**src/rtl/imem_loader_pkg.sv**
```systemverilog
// Shared definitions for the UART instruction-memory loader.
package imem_loader_pkg;

  localparam int unsigned DEPTH_DEF   = 20;
  localparam logic [7:0]  SYNC_DEF    = 8'hA5;
  localparam int unsigned TIMEOUT_DEF = 100000;

  typedef enum logic [2:0] {
    IDLE  = 3'd0,
    LEN   = 3'd1,
    DATA  = 3'd2,
    WRITE = 3'd3,
    DONE  = 3'd4
  } ld_state_e;

  // Width of a word index able to address 0..depth-1 (at least one bit).
  function automatic int unsigned idx_width(input int unsigned depth);
    return (depth > 1) ? $clog2(depth) : 1;
  endfunction

endpackage

```
**src/rtl/imem_loader_timeout.sv**
```systemverilog
// Inter-byte timeout counter: counts enabled cycles since the last clear.
module loader_timeout #(
  parameter int unsigned TIMEOUT = 100000
) (
  input  logic CLK,
  input  logic RST,
  input  logic clear,
  input  logic enable,
  output logic expired
);

  localparam int unsigned   CW    = $clog2(TIMEOUT + 1);
  localparam logic [CW-1:0] LIMIT = CW'(TIMEOUT);

  logic [CW-1:0] cnt_q, cnt_d;

  // Next count: clear wins, otherwise count up while enabled and saturate.
  always_comb begin
    cnt_d = cnt_q;
    if (clear) begin
      cnt_d = '0;
    end else if (enable && (cnt_q != LIMIT)) begin
      cnt_d = cnt_q + 1'b1;
    end
  end

  // Counter register.
  always_ff @(posedge CLK or posedge RST) begin
    if (RST) begin
      cnt_q <= '0;
    end else begin
      cnt_q <= cnt_d;
    end
  end

  assign expired = enable && !clear && (cnt_q == LIMIT);

endmodule

```
**src/rtl/imem_loader.sv**
```systemverilog
// Loads instruction memory from a framed UART byte stream while holding the core.
module imem_loader
  import imem_loader_pkg::*;
#(
  parameter int unsigned DEPTH     = DEPTH_DEF,
  parameter logic [7:0]  SYNC_BYTE = SYNC_DEF,
  parameter int unsigned TIMEOUT   = TIMEOUT_DEF
) (
  input  logic        CLK,
  input  logic        RST,
  input  logic        rx_valid,
  input  logic [7:0]  rx_data,
  input  logic [31:0] core_pc,
  output logic        imem_we,
  output logic [31:0] imem_addr,
  output logic [31:0] imem_wd,
  output logic        core_hold,
  output logic        load_done,
  output logic        load_err
);

  localparam int unsigned IW      = idx_width(DEPTH);
  localparam int unsigned NW      = $clog2(DEPTH + 1);
  localparam logic [8:0]  DEPTH_B = 9'(DEPTH);

  ld_state_e         state_q;
  logic [IW-1:0]     word_idx_q;
  logic [NW-1:0]     n_q;
  logic [1:0]        byte_cnt_q;
  logic [31:0]       asm_q;
  logic              err_q;

  logic              len_ok;
  logic              last_word;
  logic              tmo_clear;
  logic              tmo_en;
  logic              tmo_expired;

  assign len_ok    = (rx_data != 8'd0) && ({1'b0, rx_data} <= DEPTH_B);
  assign last_word = ((NW'(word_idx_q) + NW'(1)) == n_q);

  // Idle clearing keeps a stale count from leaking into the next frame.
  assign tmo_clear = rx_valid || (state_q == IDLE);
  assign tmo_en    = (state_q == LEN) || (state_q == DATA);

  loader_timeout #(
    .TIMEOUT(TIMEOUT)
  ) u_timeout (
    .CLK     (CLK),
    .RST     (RST),
    .clear   (tmo_clear),
    .enable  (tmo_en),
    .expired (tmo_expired)
  );

  // Frame FSM: sync, length, byte assembly, one-cycle write, one-cycle done.
  always_ff @(posedge CLK or posedge RST) begin
    if (RST) begin
      state_q    <= IDLE;
      word_idx_q <= '0;
      n_q        <= '0;
      byte_cnt_q <= '0;
      asm_q      <= '0;
      err_q      <= 1'b0;
    end else begin
      case (state_q)
        IDLE: begin
          if (rx_valid && (rx_data == SYNC_BYTE)) begin
            err_q   <= 1'b0;
            state_q <= LEN;
          end
        end
        LEN: begin
          if (rx_valid) begin
            if (len_ok) begin
              n_q        <= NW'(rx_data);
              word_idx_q <= '0;
              byte_cnt_q <= '0;
              state_q    <= DATA;
            end else begin
              err_q   <= 1'b1;
              state_q <= IDLE;
            end
          end else if (tmo_expired) begin
            err_q   <= 1'b1;
            state_q <= IDLE;
          end
        end
        DATA: begin
          if (rx_valid) begin
            asm_q[{byte_cnt_q, 3'b000} +: 8] <= rx_data;
            byte_cnt_q <= byte_cnt_q + 2'd1;
            if (byte_cnt_q == 2'd3) begin
              state_q <= WRITE;
            end
          end else if (tmo_expired) begin
            err_q   <= 1'b1;
            state_q <= IDLE;
          end
        end
        WRITE: begin
          if (rx_valid) begin
            err_q <= 1'b1;
          end
          // The index is not advanced past the final word so it stays within DEPTH-1.
          if (last_word) begin
            state_q <= DONE;
          end else begin
            word_idx_q <= word_idx_q + 1'b1;
            state_q    <= DATA;
          end
        end
        DONE: begin
          if (rx_valid) begin
            err_q <= 1'b1;
          end
          state_q <= IDLE;
        end
        default: begin
          state_q <= IDLE;
        end
      endcase
    end
  end

  // Outputs decode directly from registered state.
  always_comb begin
    imem_we   = (state_q == WRITE);
    load_done = (state_q == DONE);
    core_hold = (state_q != IDLE);
    load_err  = err_q;
    imem_wd   = asm_q;
    imem_addr = core_hold ? {{(32 - IW - 2){1'b0}}, word_idx_q, 2'b00} : core_pc;
  end

endmodule

```
**config.mk**
```make
export PLATFORM = sky130hd
export DESIGN_NAME = imem_loader
export DESIGN_NICKNAME = d
export VERILOG_FILES = /design/src/rtl/imem_loader_pkg.sv /design/src/rtl/imem_loader_timeout.sv /design/src/rtl/imem_loader.sv
export SDC_FILE = /design/constraint.sdc
export NUM_CORES = 1
export LEC_CHECK = 0
export BUFFER_PORTS_ARGS = -buffer_cell sky130_fd_sc_hd__buf_2
export CELL_PAD_IN_SITES_DETAIL_PLACEMENT = 1
export CELL_PAD_IN_SITES_GLOBAL_PLACEMENT = 1
export CORE_MARGIN = 3
export CORE_UTILIZATION = 40
export CTS_CLUSTER_DIAMETER = 50
export DETAILED_ROUTE_END_ITERATION = 10
export GPL_TIMING_DRIVEN = 0
export PLACE_DENSITY_LB_ADDON = 0.1
export SYNTH_ARGS = -nofsm -noshare
export SYNTH_HDL_FRONTEND = slang
export SYNTH_SLANG_ARGS = --single-unit
```
**constraint.sdc**
```tcl
create_clock -name CLK -period 4 [get_ports CLK]
set_input_delay 0 -clock CLK [delete_from_list [all_inputs] [get_ports CLK]]
set_output_delay 0 -clock CLK [all_outputs]
set_load 0.1 [all_outputs]
```
==> results.toml, run 1 <==
[outcome]
status = "completed"

[grt]
grt_use_total_pct = 21.62
grt_pass1_vias = 3427
grt_start_max_net_pins = 66
grt_pass1_wl_um = 17110
antenna_found_initial = 0
grt_remaining_overflow = 0

[clock_network]
cts_tree = "built"
post_cts_resize_count = 0
clk_pin_slew_ns = 0.08
insertion_delay_ns = 0.36
cts_buffers = 9
cts_sinks = 65
clockBufferDepth = 2
cts_root_buf = "clkbuf_8"
htree_levels = 3

[flow_run]
drv_cap = 0

[synthesis]
netlist_instances = 403
async_flop_share_pct = 100.0
synth_flop_cell = "dfrtp_1"
yosysWarnings = 0
yosysTopAreaCellShare_pct = 46.12
avgSynthCellArea_sq_um = 8.752
synth_seq_cells = 65
synth_area_leaders = "dfrtp_1, nand2_1, o21ai_0"
ys_types = 46
yosys.area.top_type = "dfrtp_1"
synth-edff-count = 0
yosysSeqAreaShare_pct = 46.12
synth_area_sq_mm = 0.003527
synth_fp_nets = 455

[timing]
finalMaxSlewViolations = 0
fin_ws_ns = 1.643
finalHoldViolCount = 0
rsz0062_at_grt = "false"
post-route-period-util_pct = 58.93
max-slew-margin-rel_pct = 32.79
setup_viol = 0
fmax_mhz = 424.3
min_period_ns = 2.357
fin_setup_tns_ns = 0
worst_pin_slew_ns = 1.006
fin_skew_ns = 0.01348
worst_hold_slack_ns = 0.04867

[pwr]
p_leak_uw = 0.002131
combinationalPowerShare_pct = 62.1
p_switching_uw = 2230
power_frac_seq_pct = 23.7
power_per_cell_area_mw_per_mm2 = 826.1
peakVddDrop_mv = 0.4870
clockPowerShare_pct = 14.2
p_int_uw = 1420
switching_share_pct = 61.10

[min_path]
hold_path_depth = 3
hp-class = "in2reg"

[detailed_routing]
first_pass_iters = 4
wl_met3_um = 623
wl_per_cell_um = 15.94
vias = 3368
viasPerCell = 5.304
top_layer = "met4"
ant_nets = 0
wl_um = 10130
drt_iter0_drc = 71
route.detailed.drc = 0
wl_met1_um = 4321
met2WireLength_um = 4989

[floorplanning]
pin_count = 111
dieWidth_um = 99.91
rows = 33
die_h_um = 99.91
die_area_sq_mm = 0.009981
start_util_pct = 42.08
fp.coreArea_sq_mm = 0.008382

[layout]
fin_util_pct = 52.72
num_antenna_cells = 0
drive_gt1_share_pct = 26.60
area_delta_synth_final_pct = 25.29
finalNonFillerCells = 635
multiInputGateArea_sq_mm = 0.001784
final_nets = 577
seq_area_sq_mm = 0.001627
fillers = 1035

[worst_setup_path]
worstPathArrival_ns = 2.59
required_ns = 4.23
regToRegSetupSlack_ns = 1.64
end_kind = "flip-flop"
worst_path_max_delay_cell = "a311oi_2"
path_max_fanout = 8
start_kind = "flip-flop"
crit_path_max_incr_delay_ns = 0.53
rr_worst_depth = 6
crit_chain = "ha_1 -> nor2b_1 -> or3_1 -> a311oi_2 -> nor2_1 -> mux2_2"
crit_type = "reg2reg"

[placement]
placed_cells = 614
dp_slack_ns = 1.702
post-dp-hpwl_um = 7390
gp_congestion = 0.7958
port_buffers = 106
## registers in the layout, summed over array words and instances, names as in the netlist
signal / count
state_q: 3
byte_cnt_q: 2
imem_wd: 32
word_idx_q: 5
u_timeout.cnt_q: 17
n_q: 5
load_err: 1
## power groups by stage
stage	sequential, uW	clock [uW]	combinational (uW)
floorplan	1160	0	1610
global placement	868	0	2240
detailed placement	875	0	2280
CTS	865	528	2290
global route	882	567	2410
finish	865	517	2270
## path summary, 6_finish.rpt
| kind | start | end |
|---|---|---|
| max in group asynchronous | RST | n_q[1]$_DFFE_PP0P_ |
| setup reg to reg | word_idx_q[0]$_DFFE_PP0P_ | word_idx_q[0]$_DFFE_PP0P_ |
| hold / removal | rx_data[2] | imem_wd[2]$_DFFE_PP0P_ |
| hold reg to reg | imem_wd[30]$_DFFE_PP0P_ | imem_wd[30]$_DFFE_PP0P_ |
| setup / recovery | word_idx_q[0]$_DFFE_PP0P_ | word_idx_q[0]$_DFFE_PP0P_ |
| min in group asynchronous | RST | imem_wd[25]$_DFFE_PP0P_ |
## metal layers
layer  vias to the layer above  GRT usage [%]
li1                       1622              -
met1                      1627          26.55
met2                       103          36.79
met3                        16          6.393
met4                         0          6.408
met5                         -              0
## cell usage after synthesis, types with 2 or more instances
cell      count
buf_2         3
nor3_1        5
mux2_2        6
o211ai_1      8
o21a_1        2
and2_1       31
dfrtp_1      65
inv_1         9
nor3b_2       2
nor3b_1       6
o21ai_0      40
o31ai_1       3
nand2_1     103
and4_1        2
xnor2_1       6
nand2b_1      3
or3_1         3
a21oi_1       9
and3_1        2
xor2_1        8
nor2b_1       3
nand3_1      10
ha_1          9
nand4_1      10
clkbuf_1     15
nor2_1       13
or4_1         8
## critical path: cells and delay by family, from the launching register on
kind	cells	cell delay, ns
mux	1	0.30
flops	1	0.46
simple gates	3	0.65
fa+ha+maj	1	0.29
compound gates	1	0.53
## placed cells by master, fill, tap and decap left out, types with 6 or more instances in the layout
| master | instances |
|---|---|
| a21oi_1 | 9 |
| and2_1 | 31 |
| buf_2 | 109 |
| clkbuf_1 | 15 |
| clkbuf_8 | 9 |
| dfrtp_1 | 65 |
| ha_1 | 9 |
| inv_1 | 8 |
| mux2_2 | 6 |
| nand2_1 | 103 |
| nand3_1 | 10 |
| nand4_1 | 10 |
| nor2_1 | 13 |
| nor3b_1 | 6 |
| o211ai_1 | 8 |
| o21ai_0 | 40 |
| or4_1 | 8 |
| xnor2_1 | 6 |
| xor2_1 | 8 |
## cell type report
type	count	area share [%]
Multi-Input combinational cell	309	40.37
Sequential cell	65	36.81
Timing Repair Buffer	111	13.14
Tap cell	105	2.973
Clock buffer	9	2.803
Buffer	19	1.784
Clock inverter	7	1.217
Inverter	10	0.9060
## stage by stage
stage / power [uW] / area, sq um
floorplan: 2772 / 3527
global placement: 3110 / 4189
detailed placement: 3153 / 4192
CTS: 3680 / 4419
global route: 3857 / 4419
finish: 3651 / 4419
## timing repair
action | in CTS | in global routing
hold buffers | 5 | 0
endpoints found under the hold margin | 81 | 0
buffers inserted | 0 | 0
## cells by family (layout without fill, tap and decap cells)
kind of cell / Yosys count / count (layout) / share of synthesized area (%)
AOI/OAI and AO/OA: 68 / 68 / 11.24
xor gates and xnor gates: 14 / 14 / 3.476
adders and majority gates: 9 / 9 / 3.193
buffers and inverters: 29 / 156 / 3.299
DFF: 65 / 65 / 46.12
muxes: 7 / 7 / 2.199
and+or+nand+nor: 211 / 211 / 30.47
No activity file was read; power rests on OpenSTA's default activity.
==> run 2, diff against run 1 <==
Settings changed: CORE_UTILIZATION 40 to 37.
Clock period 4 ns to 2.2 ns, I/O delays scaled along.
==> run 2 against run 1 <==
- die area up 7.6%
- hold slack better by 0.026 ns
- non-clock buffer count up 5
- clock-buffer cell count up 2
- critical endpoint is now imem_wd[18]$_DFFE_PP0P_
- critical path depth up 1
- sequential power up 84%
- routed wire length up 3.3%
- cell count up 4.1%
- power up 98%
- critical path type unchanged
- first-iteration DRC count up 61%
- cell area up 5.4%
==> results.toml, run 2 (same netlist as run 1, synthesis figures left out) <==
[floorplanning]
die_h_um = 103.6
fp.coreArea_sq_mm = 0.008976
pin_count = 111
dieWidth_um = 103.6
die_area_sq_mm = 0.01074
rows = 34
start_util_pct = 39.29

[detailed_routing]
wl_met3_um = 555
met2WireLength_um = 5295
route.detailed.drc = 0
wl_per_cell_um = 15.82
viasPerCell = 5.138
ant_nets = 0
first_pass_iters = 4
drt_iter0_drc = 114
vias = 3396
wl_um = 10460
wl_met1_um = 4468
top_layer = "met4"

[layout]
finalNonFillerCells = 661
largest_reg_flops = 32
final_cell_mix = "nand2_1, buf_2, dfrtp_1"
area_delta_synth_final_pct = 32.00
final_nets = 582
final_common_cell = "nand2_1"
fillers = 1092
num_antenna_cells = 0
drive_gt1_share_pct = 28.41

[min_path]
hp-class = "in2reg"

[worst_setup_path]
path_max_fanout = 10
crit_path_max_incr_delay_ns = 0.43
path_buf_inv = 2
required_ns = 2.40
worstPathArrival_ns = 2.30
start_kind = "flip-flop"
crit_chain = "buf_2 -> nand2b_1 -> nor3b_4 -> nand2_1 -> clkbuf_1 -> nand2_1 -> o21ai_0"
cpLargestDelayFamily = "simple AND/OR/NAND/NOR gates"
worst_path_max_delay_cell = "dfrtp_1"
crit_type = "reg2reg"
cpMostUsedCell = "nand2_1"
end_kind = "flip-flop"

[placement]
post-dp-hpwl_um = 7466
placed_cells = 635
dp_slack_ns = -0.1014
gp_congestion = 0.8044
port_buffers = 106

[timing]
finalMaxSlewViolations = 0
fin_setup_tns_ns = 0
min_period_ns = 2.100
max-slew-margin-rel_pct = 45.14
finalHoldViolCount = 0
fin_ws_ns = 0.09994
worst_pin_slew_ns = 0.8230
rsz0062_at_grt = "true"
fmax_mhz = 476.2
post-route-period-util_pct = 95.46
fin_skew_ns = 0.009955
setup_viol = 0

[clock_network]
insertion_delay_ns = 0.34
cts_tree = "built"
htree_levels = 3
cts_sinks = 65
cts_buffers = 9
cts_root_buf = "clkbuf_8"
clockBufferDepth = 2
clk_pin_slew_ns = 0.07

[grt]
grt_use_total_pct = 19.81
grt_pass1_wl_um = 17650
grt_remaining_overflow = 0
grt_pass1_vias = 3483
grt_start_max_net_pins = 66
antenna_found_initial = 0

[pwr]
power_per_cell_area_mw_per_mm2 = 1549
peakVddDrop_mv = 0.8884
p_leak_uw = 0.002226

[outcome]
status = "completed"

[flow_run]
drv_cap = 0
## run 2: routing by layer
| metal | up-vias | track usage, % |
|---|---|---|
| li1 | 1631 | - |
| met1 | 1665 | 24.18 |
| met2 | 91 | 34.95 |
| met3 | 9 | 4.478 |
| met4 | 0 | 5.888 |
| met5 | - | 0 |
## run 2: stage by stage
step                      instance area, sq um  hold WS (ns)  util, %  power, uW
after floorplan                           3527        0.1360        -       5039
after global placement                    4215        0.3352    46.96       5653
after detailed placement                  4218        0.2341    46.99       5729
after CTS                                 4581       0.06538    51.03       7135
after global routing                      4656        0.1058    51.87       7579
final                                     4656       0.07459    51.87       7210
## run 2: final timing paths
check / depth (start not counted) / from / to / slack [ns]
max in group asynchronous: 3 / RST / word_idx_q[2]$_DFFE_PP0P_ / 1.28
min: 3 / rx_data[2] / imem_wd[2]$_DFFE_PP0P_ / 0.07
min reg2reg: 2 / imem_wd[8]$_DFFE_PP0P_ / imem_wd[8]$_DFFE_PP0P_ / 0.48
max: 7 / state_q[1]$_DFFE_PP0P_ / imem_wd[18]$_DFFE_PP0P_ / 0.1
min in group asynchronous: 3 / RST / u_timeout.cnt_q[9]$_DFFE_PP0P_ / 0.36
max reg2reg: 7 / state_q[1]$_DFFE_PP0P_ / imem_wd[18]$_DFFE_PP0P_ / 0.1
## run 2: worst reg2reg max path, delay by kind of cell, from the launching register on
kind                   cells  cell delay (ns)
flip-flops                 1             0.43
buffers and inverters      2             0.53
AO/OA/AOI/OAI              1             0.11
AND/OR/NAND/NOR            4             0.89
## run 2: layout make-up
class                           count  area (sq um)  area share (%)
Tap cell                          126         157.7           3.386
Clock inverter                      5         103.9           2.231
Timing Repair Buffer              116         670.6           14.40
Sequential cell                    65          1627           34.94
Multi-Input combinational cell    309          1843           39.59
Inverter                           10         40.04          0.8600
Clock buffer                       11         131.4           2.822
Buffer                             19         82.58           1.774
## run 2: what timing repair did
item	4_1_cts	5_1_grt
endpoints found under the setup margin	41	67
setup buffers	2	3
endpoints found under the hold margin	77	0
resized for setup	19	17
hold buffers	5	0
pin swaps	1	0
## run 2: report_power, final
group | internal, uW | total [uW] | leakage, uW | switching (uW)
clock | 755 | 1230 | 0.000118 | 474
combinational | 961 | 4400 | 0.00123 | 3440
sequential | 1390 | 1590 | 0.000882 | 194
